`src/rtl/bsg_wormhole_mem_traffic_gen.sv`:
```
// bsg_wormhole_mem_traffic_gen
// Memory test traffic generator on a wormhole link. For every block it
// writes a deterministic data pattern, waits for the write acknowledge, then
// reads the block back and compares each word. Data and protocol mismatches
// are counted with saturation, and the address of the first failing block is
// kept.
//
// Ports
//   clk_i, reset_n_i            clock, synchronous active-low reset
//   start_i                     launches a run from IDLE or DONE
//   base_addr_i, num_blocks_i,
//   seed_i, dest_cord_i         run configuration, latched on start
//   link_v_o/link_data_o/
//   link_ready_and_i            outgoing request flits
//   link_v_i/link_data_i/
//   link_ready_and_o            incoming response flits
//   busy_o, done_o              run in progress / sticky run complete
//   error_count_o               saturating mismatch count
//   first_error_addr_o          block address of the first mismatch
module bsg_wormhole_mem_traffic_gen #(
    parameter int flit_width_p  = 32,
    parameter int cord_width_p  = 7,
    parameter int len_width_p   = 4,
    parameter int cid_width_p   = 4,
    parameter int cid_p         = 0,
    parameter int block_words_p = 8
) (
    input  logic                    clk_i,
    input  logic                    reset_n_i,
    input  logic                    start_i,
    input  logic [flit_width_p-1:0] base_addr_i,
    input  logic [15:0]             num_blocks_i,
    input  logic [flit_width_p-1:0] seed_i,
    input  logic [cord_width_p-1:0] dest_cord_i,
    output logic                    link_v_o,
    output logic [flit_width_p-1:0] link_data_o,
    input  logic                    link_ready_and_i,
    input  logic                    link_v_i,
    input  logic [flit_width_p-1:0] link_data_i,
    output logic                    link_ready_and_o,
    output logic                    busy_o,
    output logic                    done_o,
    output logic [15:0]             error_count_o,
    output logic [flit_width_p-1:0] first_error_addr_o
);

    localparam int len_lsb_lp = cord_width_p;
    localparam int cid_lsb_lp = cord_width_p + len_width_p;
    localparam int wr_bit_lp  = cid_lsb_lp + cid_width_p;

    localparam logic [len_width_p-1:0]  bw_len_lp   = len_width_p'(block_words_p);
    localparam logic [len_width_p-1:0]  wr_len_lp   = len_width_p'(block_words_p + 1);
    localparam logic [len_width_p-1:0]  last_wd_lp  = len_width_p'(block_words_p - 1);
    localparam logic [len_width_p-1:0]  one_len_lp  = len_width_p'(1);
    localparam logic [cid_width_p-1:0]  cid_lp      = cid_width_p'(cid_p);
    localparam logic [flit_width_p-1:0] stride_lp   = flit_width_p'(block_words_p * (flit_width_p / 8));

    typedef enum logic [3:0] {
        IDLE        = 4'd0,
        WR_HDR      = 4'd1,
        WR_ADDR     = 4'd2,
        WR_DATA     = 4'd3,
        WR_RESP     = 4'd4,
        RD_HDR      = 4'd5,
        RD_ADDR     = 4'd6,
        RD_RESP_HDR = 4'd7,
        RD_DATA     = 4'd8,
        DONE        = 4'd9
    } state_e;

    // Request header: cord, len, own cid, write bit, zero padding above.
    function automatic logic [flit_width_p-1:0] make_hdr(
        input logic [cord_width_p-1:0] cord,
        input logic [len_width_p-1:0]  len,
        input logic                    wr
    );
        logic [flit_width_p-1:0] h;
        h = '0;
        h[cord_width_p-1:0]             = cord;
        h[len_lsb_lp +: len_width_p]    = len;
        h[cid_lsb_lp +: cid_width_p]    = cid_lp;
        h[wr_bit_lp]                    = wr;
        return h;
    endfunction

    state_e                  state_r, state_s;
    logic [15:0]             blk_r, blk_s, num_r, num_s, err_cnt_r, err_cnt_s;
    logic [len_width_p-1:0]  word_r, word_s, rsp_len_r, rsp_len_s;
    logic                    body_r, body_s;
    logic [flit_width_p-1:0] addr_r, addr_s, seed_r, seed_s, first_err_r, first_err_s;
    logic [cord_width_p-1:0] cord_r, cord_s;
    logic                    link_v_r, link_rdy_r, busy_r, done_r;
    logic [flit_width_p-1:0] link_data_r, data_s;
    logic                    tx_fire_s, rx_fire_s, err_inc_s, blk_end_s;
    logic [len_width_p-1:0]  rx_len_s;
    logic [cid_width_p-1:0]  rx_cid_s;
    logic                    rx_wr_s;

    // Next-state, run bookkeeping, error accounting and next request flit.
    always_comb begin
        state_s     = state_r;
        blk_s       = blk_r;
        num_s       = num_r;
        word_s      = word_r;
        rsp_len_s   = rsp_len_r;
        body_s      = body_r;
        addr_s      = addr_r;
        seed_s      = seed_r;
        cord_s      = cord_r;
        err_cnt_s   = err_cnt_r;
        first_err_s = first_err_r;
        err_inc_s   = 1'b0;
        blk_end_s   = 1'b0;
        data_s      = '0;
        tx_fire_s   = link_v_r & link_ready_and_i;
        rx_fire_s   = link_v_i & link_rdy_r;
        rx_len_s    = link_data_i[len_lsb_lp +: len_width_p];
        rx_cid_s    = link_data_i[cid_lsb_lp +: cid_width_p];
        rx_wr_s     = link_data_i[wr_bit_lp];

        case (state_r)
            IDLE, DONE: begin
                if (start_i) begin
                    num_s       = num_blocks_i;
                    addr_s      = base_addr_i;
                    seed_s      = seed_i;
                    cord_s      = dest_cord_i;
                    blk_s       = 16'd0;
                    word_s      = '0;
                    body_s      = 1'b0;
                    err_cnt_s   = 16'd0;
                    first_err_s = '0;
                    state_s     = (num_blocks_i == 16'd0) ? DONE : WR_HDR;
                end else begin
                    state_s = state_r;
                end
            end
            WR_HDR: begin
                if (tx_fire_s) state_s = WR_ADDR;
                else           state_s = state_r;
            end
            WR_ADDR: begin
                if (tx_fire_s) begin
                    state_s = WR_DATA;
                    word_s  = '0;
                end else begin
                    state_s = state_r;
                end
            end
            WR_DATA: begin
                if (tx_fire_s && word_r == last_wd_lp) begin
                    state_s = WR_RESP;
                    word_s  = '0;
                    body_s  = 1'b0;
                end else if (tx_fire_s) begin
                    word_s = word_r + one_len_lp;
                end else begin
                    state_s = state_r;
                end
            end
            WR_RESP: begin
                // After a malformed header, word_r counts the body flits still to drain.
                if (rx_fire_s && body_r) begin
                    if (word_r == one_len_lp) begin
                        state_s = RD_HDR;
                        body_s  = 1'b0;
                        word_s  = '0;
                    end else begin
                        word_s = word_r - one_len_lp;
                    end
                end else if (rx_fire_s) begin
                    err_inc_s = (rx_cid_s != cid_lp) || !rx_wr_s || (rx_len_s != '0);
                    if (rx_len_s != '0) begin
                        body_s = 1'b1;
                        word_s = rx_len_s;
                    end else begin
                        state_s = RD_HDR;
                    end
                end else begin
                    state_s = state_r;
                end
            end
            RD_HDR: begin
                if (tx_fire_s) state_s = RD_ADDR;
                else           state_s = state_r;
            end
            RD_ADDR: begin
                if (tx_fire_s) state_s = RD_RESP_HDR;
                else           state_s = state_r;
            end
            RD_RESP_HDR: begin
                if (rx_fire_s) begin
                    err_inc_s = (rx_cid_s != cid_lp) || rx_wr_s || (rx_len_s != bw_len_lp);
                    rsp_len_s = rx_len_s;
                    word_s    = '0;
                    if (rx_len_s == '0) blk_end_s = 1'b1;
                    else                state_s   = RD_DATA;
                end else begin
                    state_s = state_r;
                end
            end
            RD_DATA: begin
                if (rx_fire_s) begin
                    // Surplus flits of an over-long response are drained unchecked.
                    err_inc_s = (word_r < bw_len_lp) &&
                                (link_data_i != (seed_r ^ addr_r ^ flit_width_p'(word_r)));
                    if (word_r == rsp_len_r - one_len_lp) blk_end_s = 1'b1;
                    else                                  word_s    = word_r + one_len_lp;
                end else begin
                    state_s = state_r;
                end
            end
            default: begin
                state_s = IDLE;
            end
        endcase

        if (blk_end_s) begin
            word_s = '0;
            if (blk_r == num_r - 16'd1) begin
                state_s = DONE;
            end else begin
                state_s = WR_HDR;
                blk_s   = blk_r + 16'd1;
                addr_s  = addr_r + stride_lp;
            end
        end else begin
            blk_s = blk_s;
        end

        if (err_inc_s) begin
            if (err_cnt_r != 16'hFFFF) err_cnt_s = err_cnt_r + 16'd1;
            else                       err_cnt_s = err_cnt_r;
            if (err_cnt_r == 16'd0)    first_err_s = addr_r;
            else                       first_err_s = first_err_r;
        end else begin
            err_cnt_s = err_cnt_s;
        end

        // Flit presented after this edge; unchanged while the sender is stalled.
        case (state_s)
            WR_HDR:           data_s = make_hdr(cord_s, wr_len_lp, 1'b1);
            WR_ADDR, RD_ADDR: data_s = addr_s;
            WR_DATA:          data_s = seed_s ^ addr_s ^ flit_width_p'(word_s);
            RD_HDR:           data_s = make_hdr(cord_s, one_len_lp, 1'b0);
            default:          data_s = '0;
        endcase
    end

    // State, bookkeeping and registered outputs decoded from the next state.
    always_ff @(posedge clk_i) begin
        if (!reset_n_i) begin
            state_r     <= IDLE;
            blk_r       <= 16'd0;
            num_r       <= 16'd0;
            word_r      <= '0;
            rsp_len_r   <= '0;
            body_r      <= 1'b0;
            addr_r      <= '0;
            seed_r      <= '0;
            cord_r      <= '0;
            err_cnt_r   <= 16'd0;
            first_err_r <= '0;
            link_v_r    <= 1'b0;
            link_rdy_r  <= 1'b0;
            busy_r      <= 1'b0;
            done_r      <= 1'b0;
            link_data_r <= '0;
        end else begin
            state_r     <= state_s;
            blk_r       <= blk_s;
            num_r       <= num_s;
            word_r      <= word_s;
            rsp_len_r   <= rsp_len_s;
            body_r      <= body_s;
            addr_r      <= addr_s;
            seed_r      <= seed_s;
            cord_r      <= cord_s;
            err_cnt_r   <= err_cnt_s;
            first_err_r <= first_err_s;
            link_v_r    <= state_s inside {WR_HDR, WR_ADDR, WR_DATA, RD_HDR, RD_ADDR};
            link_rdy_r  <= state_s inside {WR_RESP, RD_RESP_HDR, RD_DATA};
            busy_r      <= !(state_s inside {IDLE, DONE});
            done_r      <= (state_s == DONE);
            link_data_r <= data_s;
        end
    end

    assign link_v_o           = link_v_r;
    assign link_data_o        = link_data_r;
    assign link_ready_and_o   = link_rdy_r;
    assign busy_o             = busy_r;
    assign done_o             = done_r;
    assign error_count_o      = err_cnt_r;
    assign first_error_addr_o = first_err_r;

endmodule

```
`config.mk`:
```
export PLATFORM = sky130hd
export DESIGN_NAME = bsg_wormhole_mem_traffic_gen
export DESIGN_NICKNAME = d
export VERILOG_FILES = /design/src/rtl/bsg_wormhole_mem_traffic_gen.sv
export SDC_FILE = /design/constraint.sdc
export NUM_CORES = 1
export LEC_CHECK = 0
export ABC_AREA = 1
export ABC_CLOCK_PERIOD_IN_PS = 2500
export BUFFER_PORTS_ARGS = -buffer_cell sky130_fd_sc_hd__clkbuf_2
export CAP_MARGIN = 30
export CORE_MARGIN = 5
export CORE_UTILIZATION = 59
export CTS_BUF_LIST = sky130_fd_sc_hd__clkbuf_4
export DETAILED_ROUTE_END_ITERATION = 6
export GPL_ROUTABILITY_DRIVEN = 0
export HOLD_SLACK_MARGIN = 0.06
export PLACE_DENSITY = 0.83
export SYNTH_ARGS = -nofsm -noshare
export SYNTH_HDL_FRONTEND = slang
export SYNTH_SLANG_ARGS = --single-unit
```
`constraint.sdc`:
```
create_clock -name clk_i -period 2.5 [get_ports clk_i]
set_input_delay 0.5 -clock clk_i [delete_from_list [all_inputs] [get_ports clk_i]]
set_output_delay 0.5 -clock clk_i [all_outputs]
set_load 0.02 [all_outputs]
```
Yosys cells after proc, flatten, opt, wreduce, memory -nomap -nowiden --
Cells that the tools add are included.
Operators by class: add/subtract/negate cells 7, multipliers 0, div/mod/pow operators 0, $lt $le $gt $ge 1, eq/ne operators 32, shift-type cells 0, mux-type cells 67, bitwise logic cells 6, reduce and logical (&&, ||, !) cells 29
Operators with widths (count):
- $mux 32 | 10
- $mux 16 | 8
- $pmux 32 s4 | 1
- $mux 4 | 27
- $xor 32x32->32 | 2
- $xor 32x4->32 | 2
- $eq 4x3->1 const B | 9
- $pmux 4 s9 | 1
- $add 16x1->16 const B | 2
- $add 32x6->32 const B | 1
- $logic_not 16->1 | 2
- $ne 32x32->1 | 1
- $pmux 4 s6 | 1
- $eq 16x16->1 | 1
- $eq 4x2->1 const B | 4
- $eq 4x4->1 const B | 4
- $ne 16x16->1 const B | 1
- $sub 16x1->16 const B | 1
- $mux 1 | 14
- $mux 7 | 2
- $eq 4x1->1 const B | 3
- $logic_not 4->1 | 3
- $ne 3x3->1 const B | 3
- $reduce_bool 4->1 | 2
- 20 further kinds | 37
Storage, ports and cells: bits in registers 200, bits in latches 0, memory bits (writable) 0, ROM bits 0, output and inout port bits 84, memories 0

Logic depth before layout (Yosys ltp) --
Gate-level depths: netlist (run 1).
depth after elaboration 9, depth in mapped cells 19, mapped depth without buffers 19

Worst setup path after synthesis (run 1) --
OpenSTA, ideal clock, no wires.
kind register to register, from reg err_cnt_r[1], in the netlist error_count_o[1], to reg err_cnt_r[8], in the netlist error_count_o[8], data arrival time 2.157 ns, slack 0.272 ns, cell stages (with the launch flop) 12, period minus slack after synthesis 2.228 ns, path through dfxtp_1 > ha_1 > nand2_1 > nor3_2 > nand2_1 > nor4_1 > and2_1 > clkinv_1 > nand2_1 > buf_2 > nand3_1 > a21oi_1
Between the ends: word-level cells in the longest chain between the ends 3, elaborated cells on any way between the ends 6
Ends and longest elaborated chain:
- start, declared | line 87 | logic [15:0] blk_r, blk_s, num_r, num_s, err_cnt_r, err_cnt_s;
- start signal, assigned | line 279 | err_cnt_r <= err_cnt_s;
- $add 16x1->16 or $ne 16x16->1 (tied branches) | line 232 | if (err_cnt_r != 16'hFFFF) err_cnt_s = err_cnt_r + 16'd1;
- $mux 16 or $ne 2x1->1 (tied branches)
- $mux 16 or $reduce_and 3->1 (tied branches)
Parallel ways exist; a longest one is shown, timed or not. The select of a mux whose other input is x is not followed. A chain may end at the register's enable or synchronous reset.

Final worst setup path (run 1) --
from reg rsp_len_r[0], to reg link_data_r[7], in the netlist link_data_o[7]
Between the ends: word-level cells in the longest chain between the ends 9, elaborated cells on any way between the ends 16
Ends and longest elaborated chain:
- start, declared | line 88 | logic [len_width_p-1:0] word_r, word_s, rsp_len_r, rsp_len_s;
- start signal, assigned | line 274 | rsp_len_r <= rsp_len_s;
- $sub 4x1->4 (*) | line 207 | if (word_r == rsp_len_r - one_len_lp) blk_end_s = 1'b1;
- $eq 4x4->1 (*) | line 207
- $mux 1 (*) | line 207
- $mux 1 (*) | line 203 | if (rx_fire_s) begin
- $pmux 1 s2 (*) | line 121 | case (state_r)
- $mux 4 or $mux 32 (tied branches) | line 218 | if (blk_end_s) begin
- $eq 4x2->1 (tied with other cells) | line 241 | case (state_s)
- $reduce_or 2->1 or $xor 32x4->32 (tied branches) | line 241, 244
- $pmux 32 s4 (*) | line 241
- end signal, assigned | line 285 | link_data_r <= data_s;
- end, declared | line 93 | logic [flit_width_p-1:0] link_data_r, data_s;
Every way passes the cells marked *; elsewhere a longest branch is shown, timed or not.

==> results.md, run 1 <==
- Status: finished, violations left
- Violated checks: design-rule violations
- Synth area leaders: dfxtp_1 32%, nand2_1 15%, nand3_1 10%
- Routed Antenna Nets: 0
- Kind of critical path: flip-flop to flip-flop
- CTS root buffer: clkbuf_4
- Vias per cell: ~5.5
- Mapped Area: 12500 um^2
- CTS Buf Count: 17
- DRC: 4
- Vias: ~14000
- HPWL Detailed: between 20 and 30 mm
- Final hold vios: 0
- DR pass1 iterations: 7
- Crit path time final: 2.39 ns
- Routed len/inst: around 15 um
- Hold Path Class: input pin to flip-flop
- Tot Pwr: between 0.007 and 0.008 W
- Number of global-route vias before repair: 12700
- Place WS: -0.0598 ns
- Reg clk slew, reported paths: 0.17 ns
- Peak VDD IR: between 0.3 and 0.4 mV
- H-tree levels: 4
- # Max-Cap Violations: 0
- Initial core utilization: just under 60%
- Post-synthesis net count: ~2200
- Area leader, netlist: dfxtp_1
- Clock Latency Late Sink: just over 0.6 ns
- Final Util: 70.6%
- Crit-path slowest cell: dfxtp_2
- Number of clock sinks: 200
- Fmax: 418 MHz
- Layout cells sized above 1: 18.3%
- Worst Setup Slack, final: ~0.11 ns
- GRT Total Usage: around 31%
- Core ar.: 21000 um^2
- Area growth syn-to-layout: 18.6%
- Die height: 155 um
- Yosys reg bits: 200
- Fill cells: 1801
- Syn_area_per_cell: between 6 and 7 um^2
- Period utilisation layout: approximately 96%
- Final wirelength: ~39 mm
- DIE AREA: roughly 24000 um^2
- LEAKAGE: around 7.1 nW
- Critical Path RT: 3.03 ns
- Worst-margin pin slew: a little under 0.6 ns
- Top cell type's share of synthesized area: 32.1%
- Worst path cell trace: inv_1 > ha_1 > xnor2_1 > nor2_1 > nand3_1 > nand2_1 > nand2_4 > inv_6 > buf_12 > nand3_1 > nand3_1 > nand3_1 > a21oi_1
- # setup viols final: 0
- CTS tree: done
- Synth Instances: ~2000
- Critical Path End Type: flip-flop
- Sequential share of the synthesized area: approximately 32%
- Hold Slack: ~0.14 ns
- Number of DRC markers in iteration 0: 1500
- GRT overflow: 0
- Critical path launch point type: flip-flop
- Worst R2R Start: rsp_len_r[0]$_SDFFE_PN0P_
- Power Density: ~530 nW/um^2
- Number of antenna violations at the first check in global routing: 2
- Relative slew margins: 61.2%
- Hold path start: dest_cord_i[1]
- Die Span X: 155 um
- Clock buffer depth: 2
- # IOs: between 200 and 250
- # rows: 53
- Arr. time, crit path: 2.92 ns
- Post-synthesis cell type count: 42
- Port buffer count: roughly 210
- Pin count of the biggest net entering global routing: 60
- CP max FO: 14
- First-pass GRT wire length: 60.9 mm
- Worst Setup SP: rsp_len_r[0]$_SDFFE_PN0P_
- Synth warnings: 0
- Layout Skew: roughly 0.023 ns
- Nets: about 2400
- Crit path top cell by count: nand3_1
- Slew Viols, Final: 0
- CP max stage delay: around 0.37 ns
-- metal layers --
metal | GRT usage, % | wire [um] | share of wire (%) | vias to the layer above
li1 | - | - | - | 6992
met1 | 40.6 | 15900 | 40 | 6320
met2 | 49.6 | 17800 | 46 | 754
met3 | 5.12 | 3990 | 10 | 122
met4 | 12.0 | 1510 | 3.8 | 2
met5 | 0 | 18 | 0.046 | -
-- per-stage QoR --
stage	setup TNS, ns	area, um^2	std cells
2_1_floorplan	0	12500	2043
6_report	0	14800	2566
3_5_place_dp	-0.149	14200	2525
5_1_grt	-0.473	14800	2565
4_1_cts	0	14500	2557
3_3_place_gp	-0.191	14200	2525
-- where the power goes --
| part | internal [W] | switching, W | total, W |
|---|---|---|---|
| sequential | 0.00340 | 0.000184 | 0.00358 |
| clock | 0.000518 | 0.00122 | 0.00174 |
| combinational | 0.000905 | 0.00163 | 0.00254 |
-- registers in the layout (all words and copies together), names as in the netlist --
name and count:
word_r 4, done_o 1, rsp_len_r 4, cord_r 7, seed_r 32, addr_r 32, first_error_addr_o 32, link_ready_and_o 1
num_r 16, busy_o 1, blk_r 16, link_data_o 32, state_r 4, link_v_o 1, body_r 1, error_count_o 16
-- critical path: cells and delay by family, from the launching register on --
kind,cells,cell delay (ns)
buf+inv,3,0.37
fa+ha+maj,1,0.30
xor+xnor,1,0.13
simple gates,7,0.96
flops,1,0.37
compound gates,1,0.18
-- synthesized netlist by cell type, drive strengths merged --
cell type  count
nand2        503
inv          293
nand3        259
nor2         241
dfxtp        200
a21oi        131
o21ai        129
xor2          55
clkbuf        44
buf           41
nor3          39
nand4         28
xnor2         21
ha            10
o211ai         9
nand3b         8
nor4           7
a211oi         6
a31oi          4
or2            4
clkinv         3
o22ai          3
nand2b         2
a22oi          1
and2           1
o21bai         1
-- cell type report --
type | instances | area, um^2 | area share (%)
multi-input combinational | 1462 | 7140 | 48.3
sequential | 200 | 4030 | 27.3
timing repair buffer | 299 | 1890 | 12.7
inverter | 296 | 1120 | 7.58
tap | 275 | 344 | 2.33
clock inverter | 15 | 139 | 0.939
clock buffer | 17 | 128 | 0.863
antenna | 2 | 5.00 | 0.0338
-- path summary, 6_finish.rpt --
kind,endpoint,slack [ns],cells after the start
worst max-delay path,link_data_o[7]$_SDFF_PN0_,0.11,13
worst min-delay path,cord_r[1]$_SDFF_PN0_,0.14,3
worst min register to register,rsp_len_r[3]$_SDFFE_PN0P_,0.48,2
worst max register to register,link_data_o[7]$_SDFF_PN0_,0.11,13
-- cell families after synthesis --
logic type | Yosys count | synth area share [%]
buffers and inverters | 381 | 12.1
AOI/OAI and AO/OA | 284 | 11.9
xor gates and xnor gates | 76 | 5.33
DFF | 200 | 32.1
adders and majority gates | 10 | 1.00
and+or+nand+nor | 1092 | 37.6
-- layout by cell type (no fill, tap or decap), types with 12 or more instances in the layout --
cell type,n
dfxtp_2,20
dfxtp_1,179
buf_4,79
clkbuf_2,207
nand3_1,249
clkbuf_4,17
nand2_1,485
nand4_1,28
o21ai_0,118
inv_1,284
nor2_2,12
xor2_1,55
xnor2_1,21
a21oi_1,128
nor3_1,33
nand2_2,14
nor2_1,226
-- repair_timing --
item | CTS | global route
buffers inserted | 0 | 5
pin swaps | 0 | 7
setup endpoints to repair | 2 | 103
gates resized for setup | 1 | 77
hold buffers | 0 | 0
cloned | 0 | 2
hold endpoints to repair | 0 | 0
No activity file was read; power rests on OpenSTA's default activity.
==> inputs of run 2 (changes only) <==
--- a/config.mk
+++ b/config.mk
@@ -7,7 +7,7 @@
 export LEC_CHECK = 0
 export ABC_AREA = 1
 export ABC_CLOCK_PERIOD_IN_PS = 2500
-export BUFFER_PORTS_ARGS = -buffer_cell sky130_fd_sc_hd__clkbuf_2
+export BUFFER_PORTS_ARGS = -buffer_cell sky130_fd_sc_hd__buf_2
 export CAP_MARGIN = 30
 export CORE_MARGIN = 5
 export CORE_UTILIZATION = 59
@@ -16,6 +16,7 @@
 export GPL_ROUTABILITY_DRIVEN = 0
 export HOLD_SLACK_MARGIN = 0.06
 export PLACE_DENSITY = 0.83
+export RECOVER_POWER = 100
 export SYNTH_ARGS = -nofsm -noshare
 export SYNTH_HDL_FRONTEND = slang
 export SYNTH_SLANG_ARGS = --single-unit
==> run 2 against run 1 <==
The run now ends clean. Via count is 1.5% higher. Power decreased by 0.76%. Utilization fell by 0.078 points. Critical path type unchanged. Largest power group unchanged.
==> results.md, run 2 (synthesis results as in run 1) <==
- Status: finished, final reports clean
- Port buffer count: 207 (unchanged)
- Design Area, Final: 14800 um^2 (-0.11%)
- Unrepaired setup endpoints after global routing: yes
- Pin count of the biggest net entering global routing: 69 (+15%)
- Period utilisation layout: 96.2% (+0.49 points)
- CP Buf/Inv Count: 3 (unchanged)
- Layout cells sized above 1: 14.7% (-3.6 points)
- Peak VDD IR: 0.312 mV (+3.5%)
- Routed Antenna Nets: 0 (unchanged)
- Area growth syn-to-layout: 18.4%
- DIE AREA: 24200 um^2 (unchanged)
- # rows: 53 (unchanged)
- Fmax: 416 MHz (-0.51%)
- Critical Path RT: 3.06 ns (+0.03 ns)
- Die Span X: 155 um (unchanged)
- # IOs: 208 (unchanged)
- Routed len/inst: 15.6 um (+2.2%)
- Critical path launch point type: flip-flop
- Most common cell after layout, fill and taps aside: nand2_1
- Vias: 14400 (+1.5%)
- H-tree levels: 4 (unchanged)
- LEAKAGE: 6.80 nW (-4.6%)
- Crit-path slowest cell: dfxtp_2
- Clock Latency Late Sink: 0.62 ns (about the same)
- Clock buffer depth: 2 (unchanged)
- Cell family with most CP delay: simple AND/OR/NAND/NOR gates
- Worst-margin pin slew: 0.652 ns (+0.0693 ns)
- Kind of critical path: flip-flop to flip-flop
- Placed Area: 14200 um^2 (-0.12%)
- Number of global-route vias before repair: 13000 (+2.0%)
- Core ar.: 21000 um^2 (unchanged)
- Relative slew margins: 56.6% (-4.6 points)
- Number of antenna violations at the first check in global routing: 5 (+3)
- # setup viols final: 0 (unchanged)
- Number of DRC markers in iteration 0: 1546 (+3.1%)
- HPWL Detailed: 29.0 mm (-0.11%)
- Final hold vios: 0 (unchanged)
- Power Density: 527 nW/um^2 (-0.65%)
- Reg clk slew, reported paths: 0.18 ns (about the same)
- # Max-Cap Violations: 0 (unchanged)
- CP max FO: 6 (-8)
- Nets: 2407 (-0.12%)
- DR pass1 iterations: 6 (-1)
- CTS Hold Bufs: 0 (unchanged)
- Number of clock sinks: 200 (unchanged)
- Crit path time final: 2.40 ns (+0.0122 ns)
- Tot Pwr: 0.00779 W (-0.76%)
- CTS Buf Count: 17 (unchanged)
- CP max stage delay: 0.37 ns (about the same)
- Critical Path End Type: flip-flop
- Arr. time, crit path: 2.96 ns (+0.04 ns)
- Vias per cell: 5.62 (+1.6%)
- CTS root buffer: clkbuf_4
- GRT overflow: 0 (unchanged)
- Initial core utilization: 59.6% (unchanged)
- Slew Viols, Final: 0 (unchanged)
- Hold Path Class: input pin to flip-flop
- Most frequent cells in the layout: 483 x nand2_1, 284 x inv_1, 245 x nand3_1, 229 x nor2_1, 182 x dfxtp_1
- Worst path cell trace: inv_1 > ha_1 > xnor2_1 > nor2_1 > nand4_1 > nand2_2 > nand3_4 > nand2_1 > nand3_4 > buf_4 > o21ai_0 > inv_1 > a21oi_1
- CTS tree: done
- GRT Total Usage: 30.9% (+0.34 points)
- Final wirelength: 40.0 mm (+2.1%)
- First-pass GRT wire length: 61.6 mm (+1.2%)
- Die height: 155 um (unchanged)
- Layout Skew: 0.0216 ns (-0.00116 ns)
- DRC: 0 (-4)
==> run 2: cell count changes in the layout (fill, tap and decap cells not counted), sizes merged <==
cell      delta
buf        +115
clkinvlp     +1
inv          -3
diode        +1
clkbuf     -117
bufinv       -1
clkinv       +2
==> run 2: stage by stage <==
stage	std cells	TNS, ns	hold slack (ns)	utilization [%]	worst slack (ns)
2_1_floorplan	2043	0	0.444	-	0.272
3_3_place_gp	2521	-2.59	0.461	67.8	-0.182
3_5_place_dp	2521	-5.22	0.469	67.8	-0.215
4_1_cts	2553	0	0.134	69.0	0.000729
5_1_grt	2564	-0.420	0.138	70.5	-0.0461
6_report	2564	0	0.138	70.5	0.0954
==> run 2: where the power goes <==
group / switching, W / total [W] / internal (W)
registers: 0.000197 / 0.00360 / 0.00340
clock network: 0.00124 / 0.00167 / 0.000429
logic: 0.00164 / 0.00253 / 0.000888
total: 0.00308 / 0.00779 / 0.00472
==> run 2: repair_timing <==
item,CTS,global route
pin swaps,0,8
gates cloned,0,6
setup buffers,0,2
gates resized for setup,4,84
endpoints found under the setup margin,10,121
==> run 2: final timing paths <==
path / start / to / slack, ns / cells after the start
max reg2reg: rsp_len_r[0]$_SDFFE_PN0P_ / link_data_o[5]$_SDFF_PN0_ / 0.1 / 13
min: num_blocks_i[12] / num_r[12]$_SDFFE_PN0P_ / 0.14 / 3
max: rsp_len_r[0]$_SDFFE_PN0P_ / link_data_o[5]$_SDFF_PN0_ / 0.1 / 13
min reg2reg: first_error_addr_o[18]$_SDFFE_PN0P_ / first_error_addr_o[18]$_SDFFE_PN0P_ / 0.49 / 2
==> run 2: metal layers <==
layer | track usage (%) | routed length, um | vias up
met3 | 5.42 | 4420 | 143
met5 | 0 | 27 | -
met1 | 40.7 | 15600 | 6465
met4 | 13.2 | 1760 | 4
li1 | - | - | 6981
met2 | 49.9 | 18200 | 813
==> run 2: worst register-to-register path, delay by kind of cell, from the launching register on <==
kind	cells	cell delay (ns)
simple gates	6	0.95
xor+xnor	1	0.13
buf+inv	3	0.28
compound gates	2	0.32
flops	1	0.37
fa+ha+maj	1	0.31
==> run 2: final cells by class <==
cell class                 instances  area (um^2)
timing repair buffer             296         1800
multi-input combinational       1462         7220
antenna                            3         7.51
tap                              275          344
sequential                       200         4030
inverter                         296         1130
clock inverter                    14          119
fill                            1899         6170
clock buffer                      18          135
